==> src/rtl/mlp_cmd_pkg.sv <==
// Shared opcodes, FSM states and MLP state encodings for the MLP command loader.
package mlp_cmd_pkg;

    localparam logic [7:0] OP_LOAD_WEIGHTS = 8'h01;
    localparam logic [7:0] OP_LOAD_ACT     = 8'h02;
    localparam logic [7:0] OP_START        = 8'h03;
    localparam logic [7:0] OP_CONFIG       = 8'h04;
    localparam logic [7:0] OP_WF_RESET     = 8'h05;

    localparam int CFG_BYTES = 10;

    localparam logic [3:0] MLP_IDLE        = 4'd0;
    localparam logic [3:0] MLP_LOAD_WEIGHT = 4'd1;
    localparam logic [3:0] MLP_DONE        = 4'd8;

    typedef enum logic [2:0] {
        S_OPCODE,
        S_WT,
        S_ACT_CNT,
        S_ACT_LO,
        S_ACT_HI,
        S_CFG,
        S_EXEC
    } state_t;

endpackage

==> src/rtl/mlp_cmd_loader.sv <==
// Byte-stream command sequencer producing MLP control strobes and config registers.
// Latency: a payload byte accepted at t shows its strobe at t+1; S_EXEC adds one cycle per command.
// Backpressure: in_ready is low only during the single S_EXEC cycle.
module mlp_cmd_loader
    import mlp_cmd_pkg::*;
#(
    parameter int ROWS     = 2,
    parameter int MAX_VECS = 16
) (
    input  logic               clk,
    input  logic               reset,
    input  logic               in_valid,
    input  logic [7:0]         in_data,
    output logic               in_ready,
    input  logic [3:0]         mlp_state,
    input  logic               mlp_layer_complete,
    output logic               wf_push_col0,
    output logic               wf_push_col1,
    output logic [7:0]         wf_data_in,
    output logic               wf_reset,
    output logic               init_act_valid,
    output logic [15:0]        init_act_data,
    output logic               start_mlp,
    output logic               weights_ready,
    output logic signed [15:0] norm_gain,
    output logic signed [31:0] norm_bias,
    output logic [4:0]         norm_shift,
    output logic signed [15:0] q_inv_scale,
    output logic signed [7:0]  q_zero_point,
    output logic               busy,
    output logic               err,
    output logic               cmd_done
);

    localparam logic [7:0] WT_LAST  = 8'(2 * ROWS - 1);
    localparam logic [7:0] CFG_LAST = 8'(CFG_BYTES - 1);

    state_t      state;
    logic [7:0]  cnt;
    logic [7:0]  act_left;
    logic [7:0]  act_lo;
    logic [71:0] cfg_sh;     // first nine CONFIG bytes; the tenth is taken straight from in_data
    logic        run_active;
    logic        accept;
    logic        to_exec;

    assign accept = in_valid && in_ready;

    always_comb begin
        to_exec = 1'b0;
        if (accept) begin
            case (state)
                S_OPCODE: to_exec = (in_data == OP_START) || (in_data == OP_WF_RESET);
                S_WT:     to_exec = (cnt == WT_LAST);
                S_ACT_HI: to_exec = (act_left == 8'd1);
                S_CFG:    to_exec = (cnt == CFG_LAST);
                default:  to_exec = 1'b0;
            endcase
        end
    end

    always_ff @(posedge clk) begin
        if (reset) begin
            state          <= S_OPCODE;
            cnt            <= '0;
            act_left       <= '0;
            act_lo         <= '0;
            cfg_sh         <= '0;
            run_active     <= 1'b0;
            in_ready       <= 1'b1;
            wf_push_col0   <= 1'b0;
            wf_push_col1   <= 1'b0;
            wf_data_in     <= '0;
            wf_reset       <= 1'b0;
            init_act_valid <= 1'b0;
            init_act_data  <= '0;
            start_mlp      <= 1'b0;
            weights_ready  <= 1'b0;
            norm_gain      <= 16'sh0100;
            norm_bias      <= '0;
            norm_shift     <= 5'd8;
            q_inv_scale    <= 16'sh0100;
            q_zero_point   <= '0;
            busy           <= 1'b0;
            err            <= 1'b0;
            cmd_done       <= 1'b0;
        end else begin
            wf_push_col0   <= 1'b0;
            wf_push_col1   <= 1'b0;
            wf_reset       <= 1'b0;
            init_act_valid <= 1'b0;
            start_mlp      <= 1'b0;
            cmd_done       <= 1'b0;

            if (mlp_layer_complete)
                run_active <= 1'b0;
            if (weights_ready && mlp_state == MLP_LOAD_WEIGHT)
                weights_ready <= 1'b0;

            case (state)
                S_OPCODE: if (accept) begin
                    cnt <= '0;
                    case (in_data)
                        OP_LOAD_WEIGHTS: begin state <= S_WT;      busy <= 1'b1; end
                        OP_LOAD_ACT:     begin state <= S_ACT_CNT; busy <= 1'b1; end
                        OP_CONFIG:       begin state <= S_CFG;     busy <= 1'b1; end
                        OP_START: begin
                            // run_active here is the pre-clear value when layer_complete coincides
                            if (run_active || !(mlp_state == MLP_IDLE || mlp_state == MLP_DONE)) begin
                                err <= 1'b1;
                            end else begin
                                start_mlp  <= 1'b1;
                                run_active <= 1'b1;
                            end
                        end
                        OP_WF_RESET: wf_reset <= 1'b1;
                        default:     err <= 1'b1;
                    endcase
                end
                S_WT: if (accept) begin
                    wf_data_in <= in_data;
                    if (cnt < 8'(ROWS)) wf_push_col0 <= 1'b1;
                    else                wf_push_col1 <= 1'b1;
                    cnt <= cnt + 8'd1;
                    if (cnt == WT_LAST && run_active)
                        weights_ready <= 1'b1;
                end
                S_ACT_CNT: if (accept) begin
                    if (in_data == 8'd0 || in_data > 8'(MAX_VECS)) begin
                        err   <= 1'b1;
                        busy  <= 1'b0;
                        state <= S_OPCODE;
                    end else begin
                        act_left <= in_data;
                        state    <= S_ACT_LO;
                    end
                end
                S_ACT_LO: if (accept) begin
                    act_lo <= in_data;
                    state  <= S_ACT_HI;
                end
                S_ACT_HI: if (accept) begin
                    init_act_valid <= 1'b1;
                    init_act_data  <= {in_data, act_lo};
                    act_left       <= act_left - 8'd1;
                    state          <= S_ACT_LO;
                end
                S_CFG: if (accept) begin
                    cfg_sh <= {in_data, cfg_sh[71:8]};
                    cnt    <= cnt + 8'd1;
                    if (cnt == CFG_LAST) begin
                        norm_gain    <= cfg_sh[15:0];
                        norm_bias    <= cfg_sh[47:16];
                        norm_shift   <= cfg_sh[52:48];
                        q_inv_scale  <= cfg_sh[71:56];
                        q_zero_point <= in_data;
                    end
                end
                S_EXEC: begin
                    state    <= S_OPCODE;
                    in_ready <= 1'b1;
                    busy     <= 1'b0;
                end
                default: state <= S_OPCODE;
            endcase

            if (to_exec) begin
                state    <= S_EXEC;
                in_ready <= 1'b0;
                busy     <= 1'b1;
                cmd_done <= 1'b1;
            end
        end
    end

endmodule
==> config.mk <==
export PLATFORM = sky130hd
export DESIGN_NAME = mlp_cmd_loader
export DESIGN_NICKNAME = d
export VERILOG_FILES = /design/src/rtl/mlp_cmd_pkg.sv /design/src/rtl/mlp_cmd_loader.sv
export SDC_FILE = /design/constraint.sdc
export NUM_CORES = 1
export LEC_CHECK = 0
export ABC_AREA = 1
export BUFFER_PORTS_ARGS = -buffer_cell sky130_fd_sc_hd__buf_2
export CORE_MARGIN = 2
export CORE_UTILIZATION = 60
export CTS_CLUSTER_SIZE = 16
export DETAILED_ROUTE_END_ITERATION = 10
export GPL_ROUTABILITY_DRIVEN = 0
export HOLD_SLACK_MARGIN = 0.12
export PLACE_DENSITY = 0.84
export SLEW_MARGIN = 40
export SYNTH_ARGS = -nofsm -noshare
export SYNTH_HDL_FRONTEND = slang
export SYNTH_SLANG_ARGS = --single-unit
==> constraint.sdc <==
create_clock -name clk -period 3.98 [get_ports clk]
set_clock_uncertainty 0.2 [all_clocks]
set_input_delay 0.597 -clock clk [delete_from_list [all_inputs] [get_ports clk]]
set_output_delay 0.597 -clock clk [all_outputs]
set_load 0.005 [all_outputs]
# Yosys cells after proc, flatten, opt, wreduce, memory -nomap -nowiden
# Cells that the tools add are included.
# word_totals
reg_bits,211
output_inout_bits,111
in_bits,16
word_cells,149
# op_classes
n_reduce_logical,35
bitwise_logic,6
add_sub_neg,2
mux,46
n_eq_ne,34
order_cmp,2
# op_table
operator,n
two-way mux 8 bit,5
case mux 8 bit (2 select lines),2
two-way mux 1 bit,27
== test 8 x 2 -> 1 bit (second input constant),3
inequality test 3 bit (second input constant),7
AND reduction 6 bit,3
== test 8 x 1 -> 1 bit (second input constant),2
== test 8 x 3 -> 1 bit (second input constant),2
two-way mux 3 bit,5
case mux 3 bit (5 select lines),1
inequality test 2 bit (second input constant),7
== test 3 bit (second input constant),3
case mux 3 bit (3 select lines),1
OR reduction 3 bit,3
adder 8 x 1 -> 8 bit (second input constant),1
== test 8 x 4 -> 1 bit (second input constant),1
greater-than comparator 8 x 5 -> 1 bit (second input constant),1
zero test 8 bit,1
< comparator 8 x 2 -> 1 bit (second input constant),1
AND reduction 2 bit,4
nonzero test 2 bit,4
OR reduction 4 bit,2
subtractor 8 x 1 -> 8 bit (second input constant),1
== test 3 x 2 -> 1 bit (second input constant),2
other kinds (21),36

# Longest topological paths before layout
# Gate-level depths: netlist of the first run.
# depth
word_depth,8
depth_mapped,14
ltp_nobuf,14

# Worst setup path before layout of the first run
# No wires, ideal clock.
# synth_timing
path_type,in2reg
start,in in_data[7]
end,reg state[0]
n_path_buf,0
cell_stages,12
arrival_ns,1.550
required_time_ns,3.668
setup_ns,0.112
setup_slack_ns,2.119
cell_sequence,inv_1 -> nand2_1 -> nor2_4 -> nand2_1 -> o21ai_1 -> nor2_1 -> nor2_2 -> o21ai_1 -> nand2_1 -> inv_1 -> nor2_1 -> nor2_1
# synth_via
elab_chain_len,5
word_cells_on_any_way,19
classes_between,order compare (1); eq/ne (6); mux (7); reduce/logical (5)
# synth_lines
element,line,rtl
"start, declared",mlp_cmd_loader.sv:13,"input logic [7:0] in_data,"
greater-than comparator 8 x 5 -> 1 bit (tied with other cells),mlp_cmd_loader.sv:129,if (in_data == 8'd0 || in_data > 8'(MAX_VECS)) begin
"logical OR 1 bit, on equally long branches","mlp_cmd_loader.sv:129, mlp_cmd_loader.sv:53",
two-way mux 2 bit / case mux 1 bit (4 select lines) (equally long branches),"mlp_cmd_loader.sv:129, mlp_cmd_loader.sv:52",
two-way mux 3 bit / two-way mux 1 bit (equally long branches),"mlp_cmd_loader.sv:128, mlp_cmd_loader.sv:51",
case mux 3 bit (5 select lines) / OR reduction 2 bit (equally long branches),--,
"end signal, assigned",mlp_cmd_loader.sv:104,OP_LOAD_WEIGHTS: begin state <= S_WT; busy <= 1'b1; end
"end signal, assigned",mlp_cmd_loader.sv:105,OP_LOAD_ACT: begin state <= S_ACT_CNT; busy <= 1'b1; end
"end signal, assigned",mlp_cmd_loader.sv:132,state <= S_OPCODE;
"end, declared",mlp_cmd_loader.sv:38,state_t state;
# Several ways; a longest one is shown, not always the timed one. The select of a mux whose other input is x is not followed.
# A chain may end at the register's enable or synchronous reset.

# Worst setup path after layout of the first run
# layout_timing
start,reg state[0]
end,reg cfg_sh[53]
# layout_via
elab_chain_len,2
# layout_lines
element,line,rtl
"start signal, assigned",mlp_cmd_loader.sv:64,state <= S_OPCODE;
"start signal, assigned",mlp_cmd_loader.sv:104,
"start signal, assigned",mlp_cmd_loader.sv:105,
== test 3 bit,mlp_cmd_loader.sv:100,case (state)
AND reduction 2 bit (no line),--,
"end signal, assigned",mlp_cmd_loader.sv:149,"cfg_sh <= {in_data, cfg_sh[71:8]};"
"end, declared",mlp_cmd_loader.sv:42,logic [71:0] cfg_sh;
# No other way between the ends.

==> flow_metrics.py, run 1 <==
metrics = {
    "yosys": {
        "ys_seq_area_share_pct": 52.8,
        "ys_ff_latch": 211,
        "ys.flop_type": "dfxtp_1",
        "yosys.cell_types.count": 35,
        "postSynthAreaPerCell_um2": 7.96,
        "synth_edf_count": 0,
        "netlist_instances": 1005,
        "synthArstFlopShare_pct": 0,
        "yosysWarnings": 0,
        "syn_area_um2": 8000,
        "synth_nets": 1025,
    },
    "timing": {
        "finalHoldViolCount": 0,
        "setup_viol": 0,
        "worst_pin_slew_ps": 679,
        "min_period_over_period_pct": 65.4,
        "period_needed_ps": 2600,
        "relSlewSlack_pct": 54.6,
        "rsz0062_at_grt": "no",
        "fin_tns_setup_ps": 0,
        "fmax_ghz": 0.384,
        "slew_viol_final": 0,
    },
    "drt": {
        "vias_per_cell": 5.34,
        "drtAntennaViolNets": 0,
        "routed_wl_um": 18200,
        "drc": 0,
        "vias": 6877,
        "first_pass_iters": 7,
        "wire_per_inst_um": 14.2,
        "drtIter0Drc": 587,
    },
    "global_routing": {
        "use_met2_pct": 42.8,
        "grt_pass1_wl_um": 30200,
        "antenna_found_initial": 0,
        "grt_max_degree": 75,
        "grt_util_met3_pct": 4.41,
        "grt_use_met1_pct": 33.1,
        "gr-usage-all-layers_pct": 25.2,
        "grt_pass1_vias": 6438,
        "gr-total-overflow": 0,
        "top_usage_layer": "met2",
    },
    "floorplanning": {
        "fp.coreArea_um2": 13100,
        "std_cell_rows": 42,
        "die_h_um": 119,
        "ios": 127,
        "dieArea_um2": 14300,
        "start_util_pct": 60.9,
        "die_w_um": 119,
    },
    "clocking": {
        "cts_htree_levels": 1,
        "clkTransAtPathRegs_ps": 60,
        "cts.sinks": 211,
        "cts-root-buf": "clkbuf_16",
        "cts.hold.buffers_added": 0,
        "cts_tree": "done",
        "clockBufferDepth": 3,
        "cts_buffers": 21,
        "cts_resized": 0,
        "postCtsSetupBuffers": 0,
        "clk_latency_ps": 480,
    },
    "outcome": {
        "status": "complete, no violations",
    },
    "cells_and_area": {
        "final_nets": 1122,
        "drive_above_1_share_pct": 17.9,
        "final_cell_mix": "211 x dfxtp_1, 176 x a21oi_1, 142 x nand2_1, 137 x o21ai_0, 126 x buf_2",
        "syn2layout_area_growth_pct": 15.2,
        "diodes": 0,
        "post-route-util_pct": 70.1,
        "final_common_cell": "dfxtp_1",
    },
    "place": {
        "numPortBuffers": 126,
        "dp_hpwl_um": 11800,
    },
    "setup_path": {
        "end_kind": "flip-flop",
        "crit_type": "reg2reg",
        "start_kind": "flip-flop",
        "max_stage_delay_ps": 610,
        "crit_top_cell": "nor2_4",
        "critPathSlowestCell": "buf_4",
        "critPathMaxFanout": 74,
        "crit_required_ps": 4190,
        "cp_cell_sequence": "nand2_4 > nor2_4 > inv_2 > nor2_4 > buf_4 > o21ai_0 > a21oi_1",
        "cp.arrival_ps": 2810,
    },
    "job": {
        "cap_viol_max_count": 0,
    },
    "power": {
        "ir_drop_mv": 0.341,
        "p_per_area_nw_per_um2": 519,
        "leakagePower_nw": 3.94,
    },
    "worst_hold_path": {
        "hp-class": "in2reg",
    },
}
## through the flow
| stage | cell area, um^2 | hold slack, ps | instances | setup WS [ps] | power [mW] |
|---|---|---|---|---|---|
| finish | 9220 | 134 | 1288 | 1380 | 4.78 |
| detailed placement | 8570 | 233 | 1255 | 1300 | 2.96 |
| global route | 9220 | 137 | 1288 | 1100 | 4.99 |
| CTS | 9220 | 126 | 1288 | 1380 | 4.80 |
| floorplan | 8000 | 240 | 1005 | 2120 | 2.80 |
| global placement | 8570 | 230 | 1255 | 1400 | 2.94 |
## critical path, delay by kind of cell, from the launching register on
family                 cells  cell delay [ps]
AOI/OAI and AO/OA          2              340
buffers and inverters      2              660
DFF                        1              580
and+or+nand+nor            3              720
## logic make-up after synthesis
logic type | share of synthesized area (%)
AO/OA/AOI/OAI | 21.8
AND/OR/NAND/NOR | 15.1
flip-flops | 52.8
buffers and inverters | 9.35
adder cells (fa/ha/maj) | 0.626
XOR/XNOR | 0.329
## state kept, by name, indices dropped and copies added (netlist names), 3 cells and up
register / count
cfg_sh: 72
norm_bias: 32
init_act_data: 16
norm_gain: 16
q_inv_scale: 16
act_left: 8
act_lo: 8
cnt: 8
q_zero_point: 8
wf_data_in: 8
norm_shift: 5
state: 3
## path summary, 6_finish.rpt
| path | slack [ps] | cells past startpoint | to | startpoint |
|---|---|---|---|---|
| setup / recovery | 1380 | 7 | cfg_sh[53] | state[0] |
| hold / removal | 130 | 2 | run_active | mlp_layer_complete |
| setup reg to reg | 1380 | 7 | cfg_sh[53] | state[0] |
| hold reg to reg | 240 | 2 | norm_bias[22] | norm_bias[22] |
## synthesized netlist by cell type (2+ instances only)
cell type	number	area, um^2
buf_4	7	52.6
o21ai_0	137	686
a21oi_1	176	881
o22ai_1	2	12.5
nor2_4	6	67.6
buf_6	10	113
nor3_1	10	50.1
nand4_1	7	43.8
inv_1	93	349
buf_2	16	80.1
dfxtp_1	211	4220
clkinv_1	4	15.0
nand2_2	5	31.3
o21ai_1	19	95.1
o211ai_2	3	37.5
xnor2_1	2	17.5
nor2_2	2	12.5
inv_2	10	37.5
nand3_1	14	70.1
nand2_1	142	533
nand3_2	3	30.0
ha_1	4	50.1
nor2_1	84	315
clkbuf_1	27	101
## where the power goes
group | switching, mW | internal (mW)
clock network | 0.760 | 1.09
logic | 0.422 | 0.220
registers | 0.0770 | 2.21
## cell type report
class                      instances  area (um^2)
inverter                         107          403
clock inverter                     2         10.0
multi-input combinational        627         3030
clock buffer                      31          633
fill                            1060         3920
timing repair buffer             134          691
sequential                       211         4220
tap                              176          220
## metal layers
| metal | wire (um) | share of wire (%) |
|---|---|---|
| met5 | 0 | 0 |
| met4 | 399 | 2.2 |
| met3 | 1140 | 6.2 |
| met2 | 8530 | 47 |
| met1 | 8170 | 45 |
Note: power is estimated with default switching activity, not from simulation.
==> run 2, diff against run 1 <==
Settings changed: ABC_AREA 1 to 0, CORE_UTILIZATION 60 to 56, PLACE_DENSITY 0.84 to 0.79.
Clock period 3.98 ns to 2.6 ns, I/O delays scaled along.
==> flow_metrics.py, run 2 <==
metrics = {
    "floorplanning": {
        "start_util_pct": 57.4,
        "ios": 127,
        "die_h_um": 123,
        "die_w_um": 123,
        "fp.coreArea_um2": 13900,
        "dieArea_um2": 15200,
        "std_cell_rows": 43,
    },
    "drt": {
        "vias_per_cell": 5.50,
        "wire_per_inst_um": 15.0,
        "drtIter0Drc": 642,
        "drtAntennaViolNets": 0,
        "routed_wl_um": 19600,
        "drc": 0,
        "first_pass_iters": 5,
        "vias": 7194,
    },
    "timing": {
        "slew_viol_final": 0,
        "relSlewSlack_pct": 48.2,
        "fmax_ghz": 0.406,
        "period_needed_ps": 2460,
        "timing.hold.ws_ps": 150,
        "fin_ws_ps": 137,
        "rsz0062_at_grt": "no",
        "fin_tns_setup_ps": 0,
        "setup_viol": 0,
        "finalHoldViolCount": 0,
        "min_period_over_period_pct": 94.7,
        "worst_pin_slew_ps": 777,
    },
    "cells_and_area": {
        "final_nets": 1137,
        "drive_above_1_share_pct": 17.5,
        "postLayoutCellArea_um2": 9520,
        "syn2layout_area_growth_pct": 19.5,
        "final_cell_mix": "365 x nand2_1, 211 x dfxtp_1, 183 x a21oi_1, 125 x buf_2, 34 x nor2_1",
        "final_common_cell": "nand2_1",
        "post-route-util_pct": 68.6,
        "top_regs": "cfg_sh (72), norm_bias (32)",
        "diodes": 0,
        "layout.cells.non_filler": 1308,
        "top_register": "cfg_sh",
        "largest_reg_flops": 72,
    },
    "clocking": {
        "clockBufferDepth": 3,
        "cts_buffers": 21,
        "cts.sinks": 211,
        "clk_latency_ps": 500,
        "cts-root-buf": "clkbuf_16",
        "cts_htree_levels": 1,
        "clkTransAtPathRegs_ps": 60,
        "cts_tree": "done",
    },
    "yosys": {
        "synthTopCellsByCount": "365 x nand2_1, 211 x dfxtp_1, 183 x a21oi_1",
        "yosys.cell_types.count": 53,
        "ys.flop_type": "dfxtp_1",
        "postSynthAreaPerCell_um2": 7.91,
        "netlist_instances": 1007,
        "synth_nets": 1027,
        "ys_ff_latch": 211,
        "syn_area_um2": 7970,
        "yosysWarnings": 0,
        "synth_edf_count": 0,
        "yosysMostFrequentCell": "nand2_1",
        "synthArstFlopShare_pct": 0,
        "ys_seq_area_share_pct": 53.0,
        "post-synth-top-area-cell": "dfxtp_1",
        "synth.top_cell.area_share_pct": 53.0,
        "synth.area.top_cells": "dfxtp_1 53%, nand2_1 17%, a21oi_1 11%",
    },
    "place": {
        "numPortBuffers": 126,
        "dp_slack_ps": 158,
        "dpl_cell_area_um2": 8820,
        "dp_hpwl_um": 12400,
        "place_inst": 1267,
    },
    "setup_path": {
        "crit_family": "simple AND/OR/NAND/NOR gates",
        "critPathMaxFanout": 8,
        "max_stage_delay_ps": 530,
        "r2r-start": "cnt[2]",
        "end_kind": "flip-flop",
        "cp.arrival_ps": 2640,
        "critPathSlowestCell": "dlygate4sd3_1",
        "cp_cell_sequence": "dlygate4sd3_1 > buf_2 > nor4_1 > xor2_1 > o21ai_1 > or4_1 > and4b_1",
        "crit_type": "in2reg",
        "crit_required_ps": 2780,
        "crit_path_start": "in_data[0]",
        "path_buf_inv": 2,
        "start_kind": "input port",
    },
    "job": {
        "cap_viol_max_count": 0,
    },
    "global_routing": {
        "grt_pass1_wl_um": 31200,
        "gr-total-overflow": 0,
        "antenna_found_initial": 0,
        "gr-usage-all-layers_pct": 25.2,
        "grt_max_degree": 102,
        "grt_pass1_vias": 6343,
    },
    "worst_hold_path": {
        "hp-class": "in2reg",
        "min-delay-start": "mlp_state[0]",
    },
    "outcome": {
        "status": "complete, no violations",
    },
    "power": {
        "p_per_area_nw_per_um2": 653,
        "leakagePower_nw": 3.62,
        "finalPower_mw": 6.22,
        "ir_drop_mv": 0.475,
    },
}
[run 2: report_power, final]
group | switching, mW | internal, mW | total [mW] | leakage, nW
Clock | 1.18 | 1.63 | 2.82 | 0.313
Sequential | 0.00248 | 3.24 | 3.24 | 1.70
Combinational | 0.114 | 0.0538 | 0.167 | 1.60
Total | 1.30 | 4.92 | 6.22 | 3.62
[run 2: timing repair]
action / 4_1_cts / 5_1_grt
endpoints found under the hold margin: 8 / 0
gates resized for setup: 0 / 1
buffers inserted: 0 / 0
setup endpoints to repair: 0 / 5
hold buffers: 7 / 0
[run 2: worst paths after layout]
path	to	cells after the start	slack (ps)
worst max register to register	norm_bias[26]	6	190
worst max-delay path	state[0]	7	140
worst min-delay path	start_mlp	4	150
worst min register to register	norm_bias[1]	2	250
[run 2: cell families (layout without fill, tap and decap cells)]
family,after synthesis,in the layout,synth area share [%]
simple gates,470,470,25.0
compound gates,220,220,14.8
flops,211,211,53.0
buf+inv,85,206,4.59
xor+xnor,9,9,0.989
mux,8,8,1.01
fa+ha+maj,4,4,0.628
[run 2: worst min-delay path, stage by stage]
cell	delay [ps]
buf_2	90
or4b_2	110
nor4_1	60
nor3b_1	140
[run 2: cell type report]
| cell class | count | area [um^2] |
|---|---|---|
| fill | 1152 | 4360 |
| multi-input combinational | 711 | 3390 |
| timing repair buffer | 165 | 1020 |
| clock buffer | 28 | 572 |
| inverter | 7 | 26.3 |
| sequential | 211 | 4220 |
| tap | 180 | 225 |
| clock inverter | 6 | 58.8 |
[run 2: per-layer routing]
| metal | share of wire (%) | GRT usage [%] | up-vias |
|---|---|---|---|
| met5 | 0 | 0 | - |
| met4 | 1.9 | 6.25 | 0 |
| met3 | 6.4 | 4.38 | 29 |
| met2 | 46 | 38.7 | 214 |
| met1 | 46 | 36.9 | 3405 |
| li1 | - | - | 3546 |
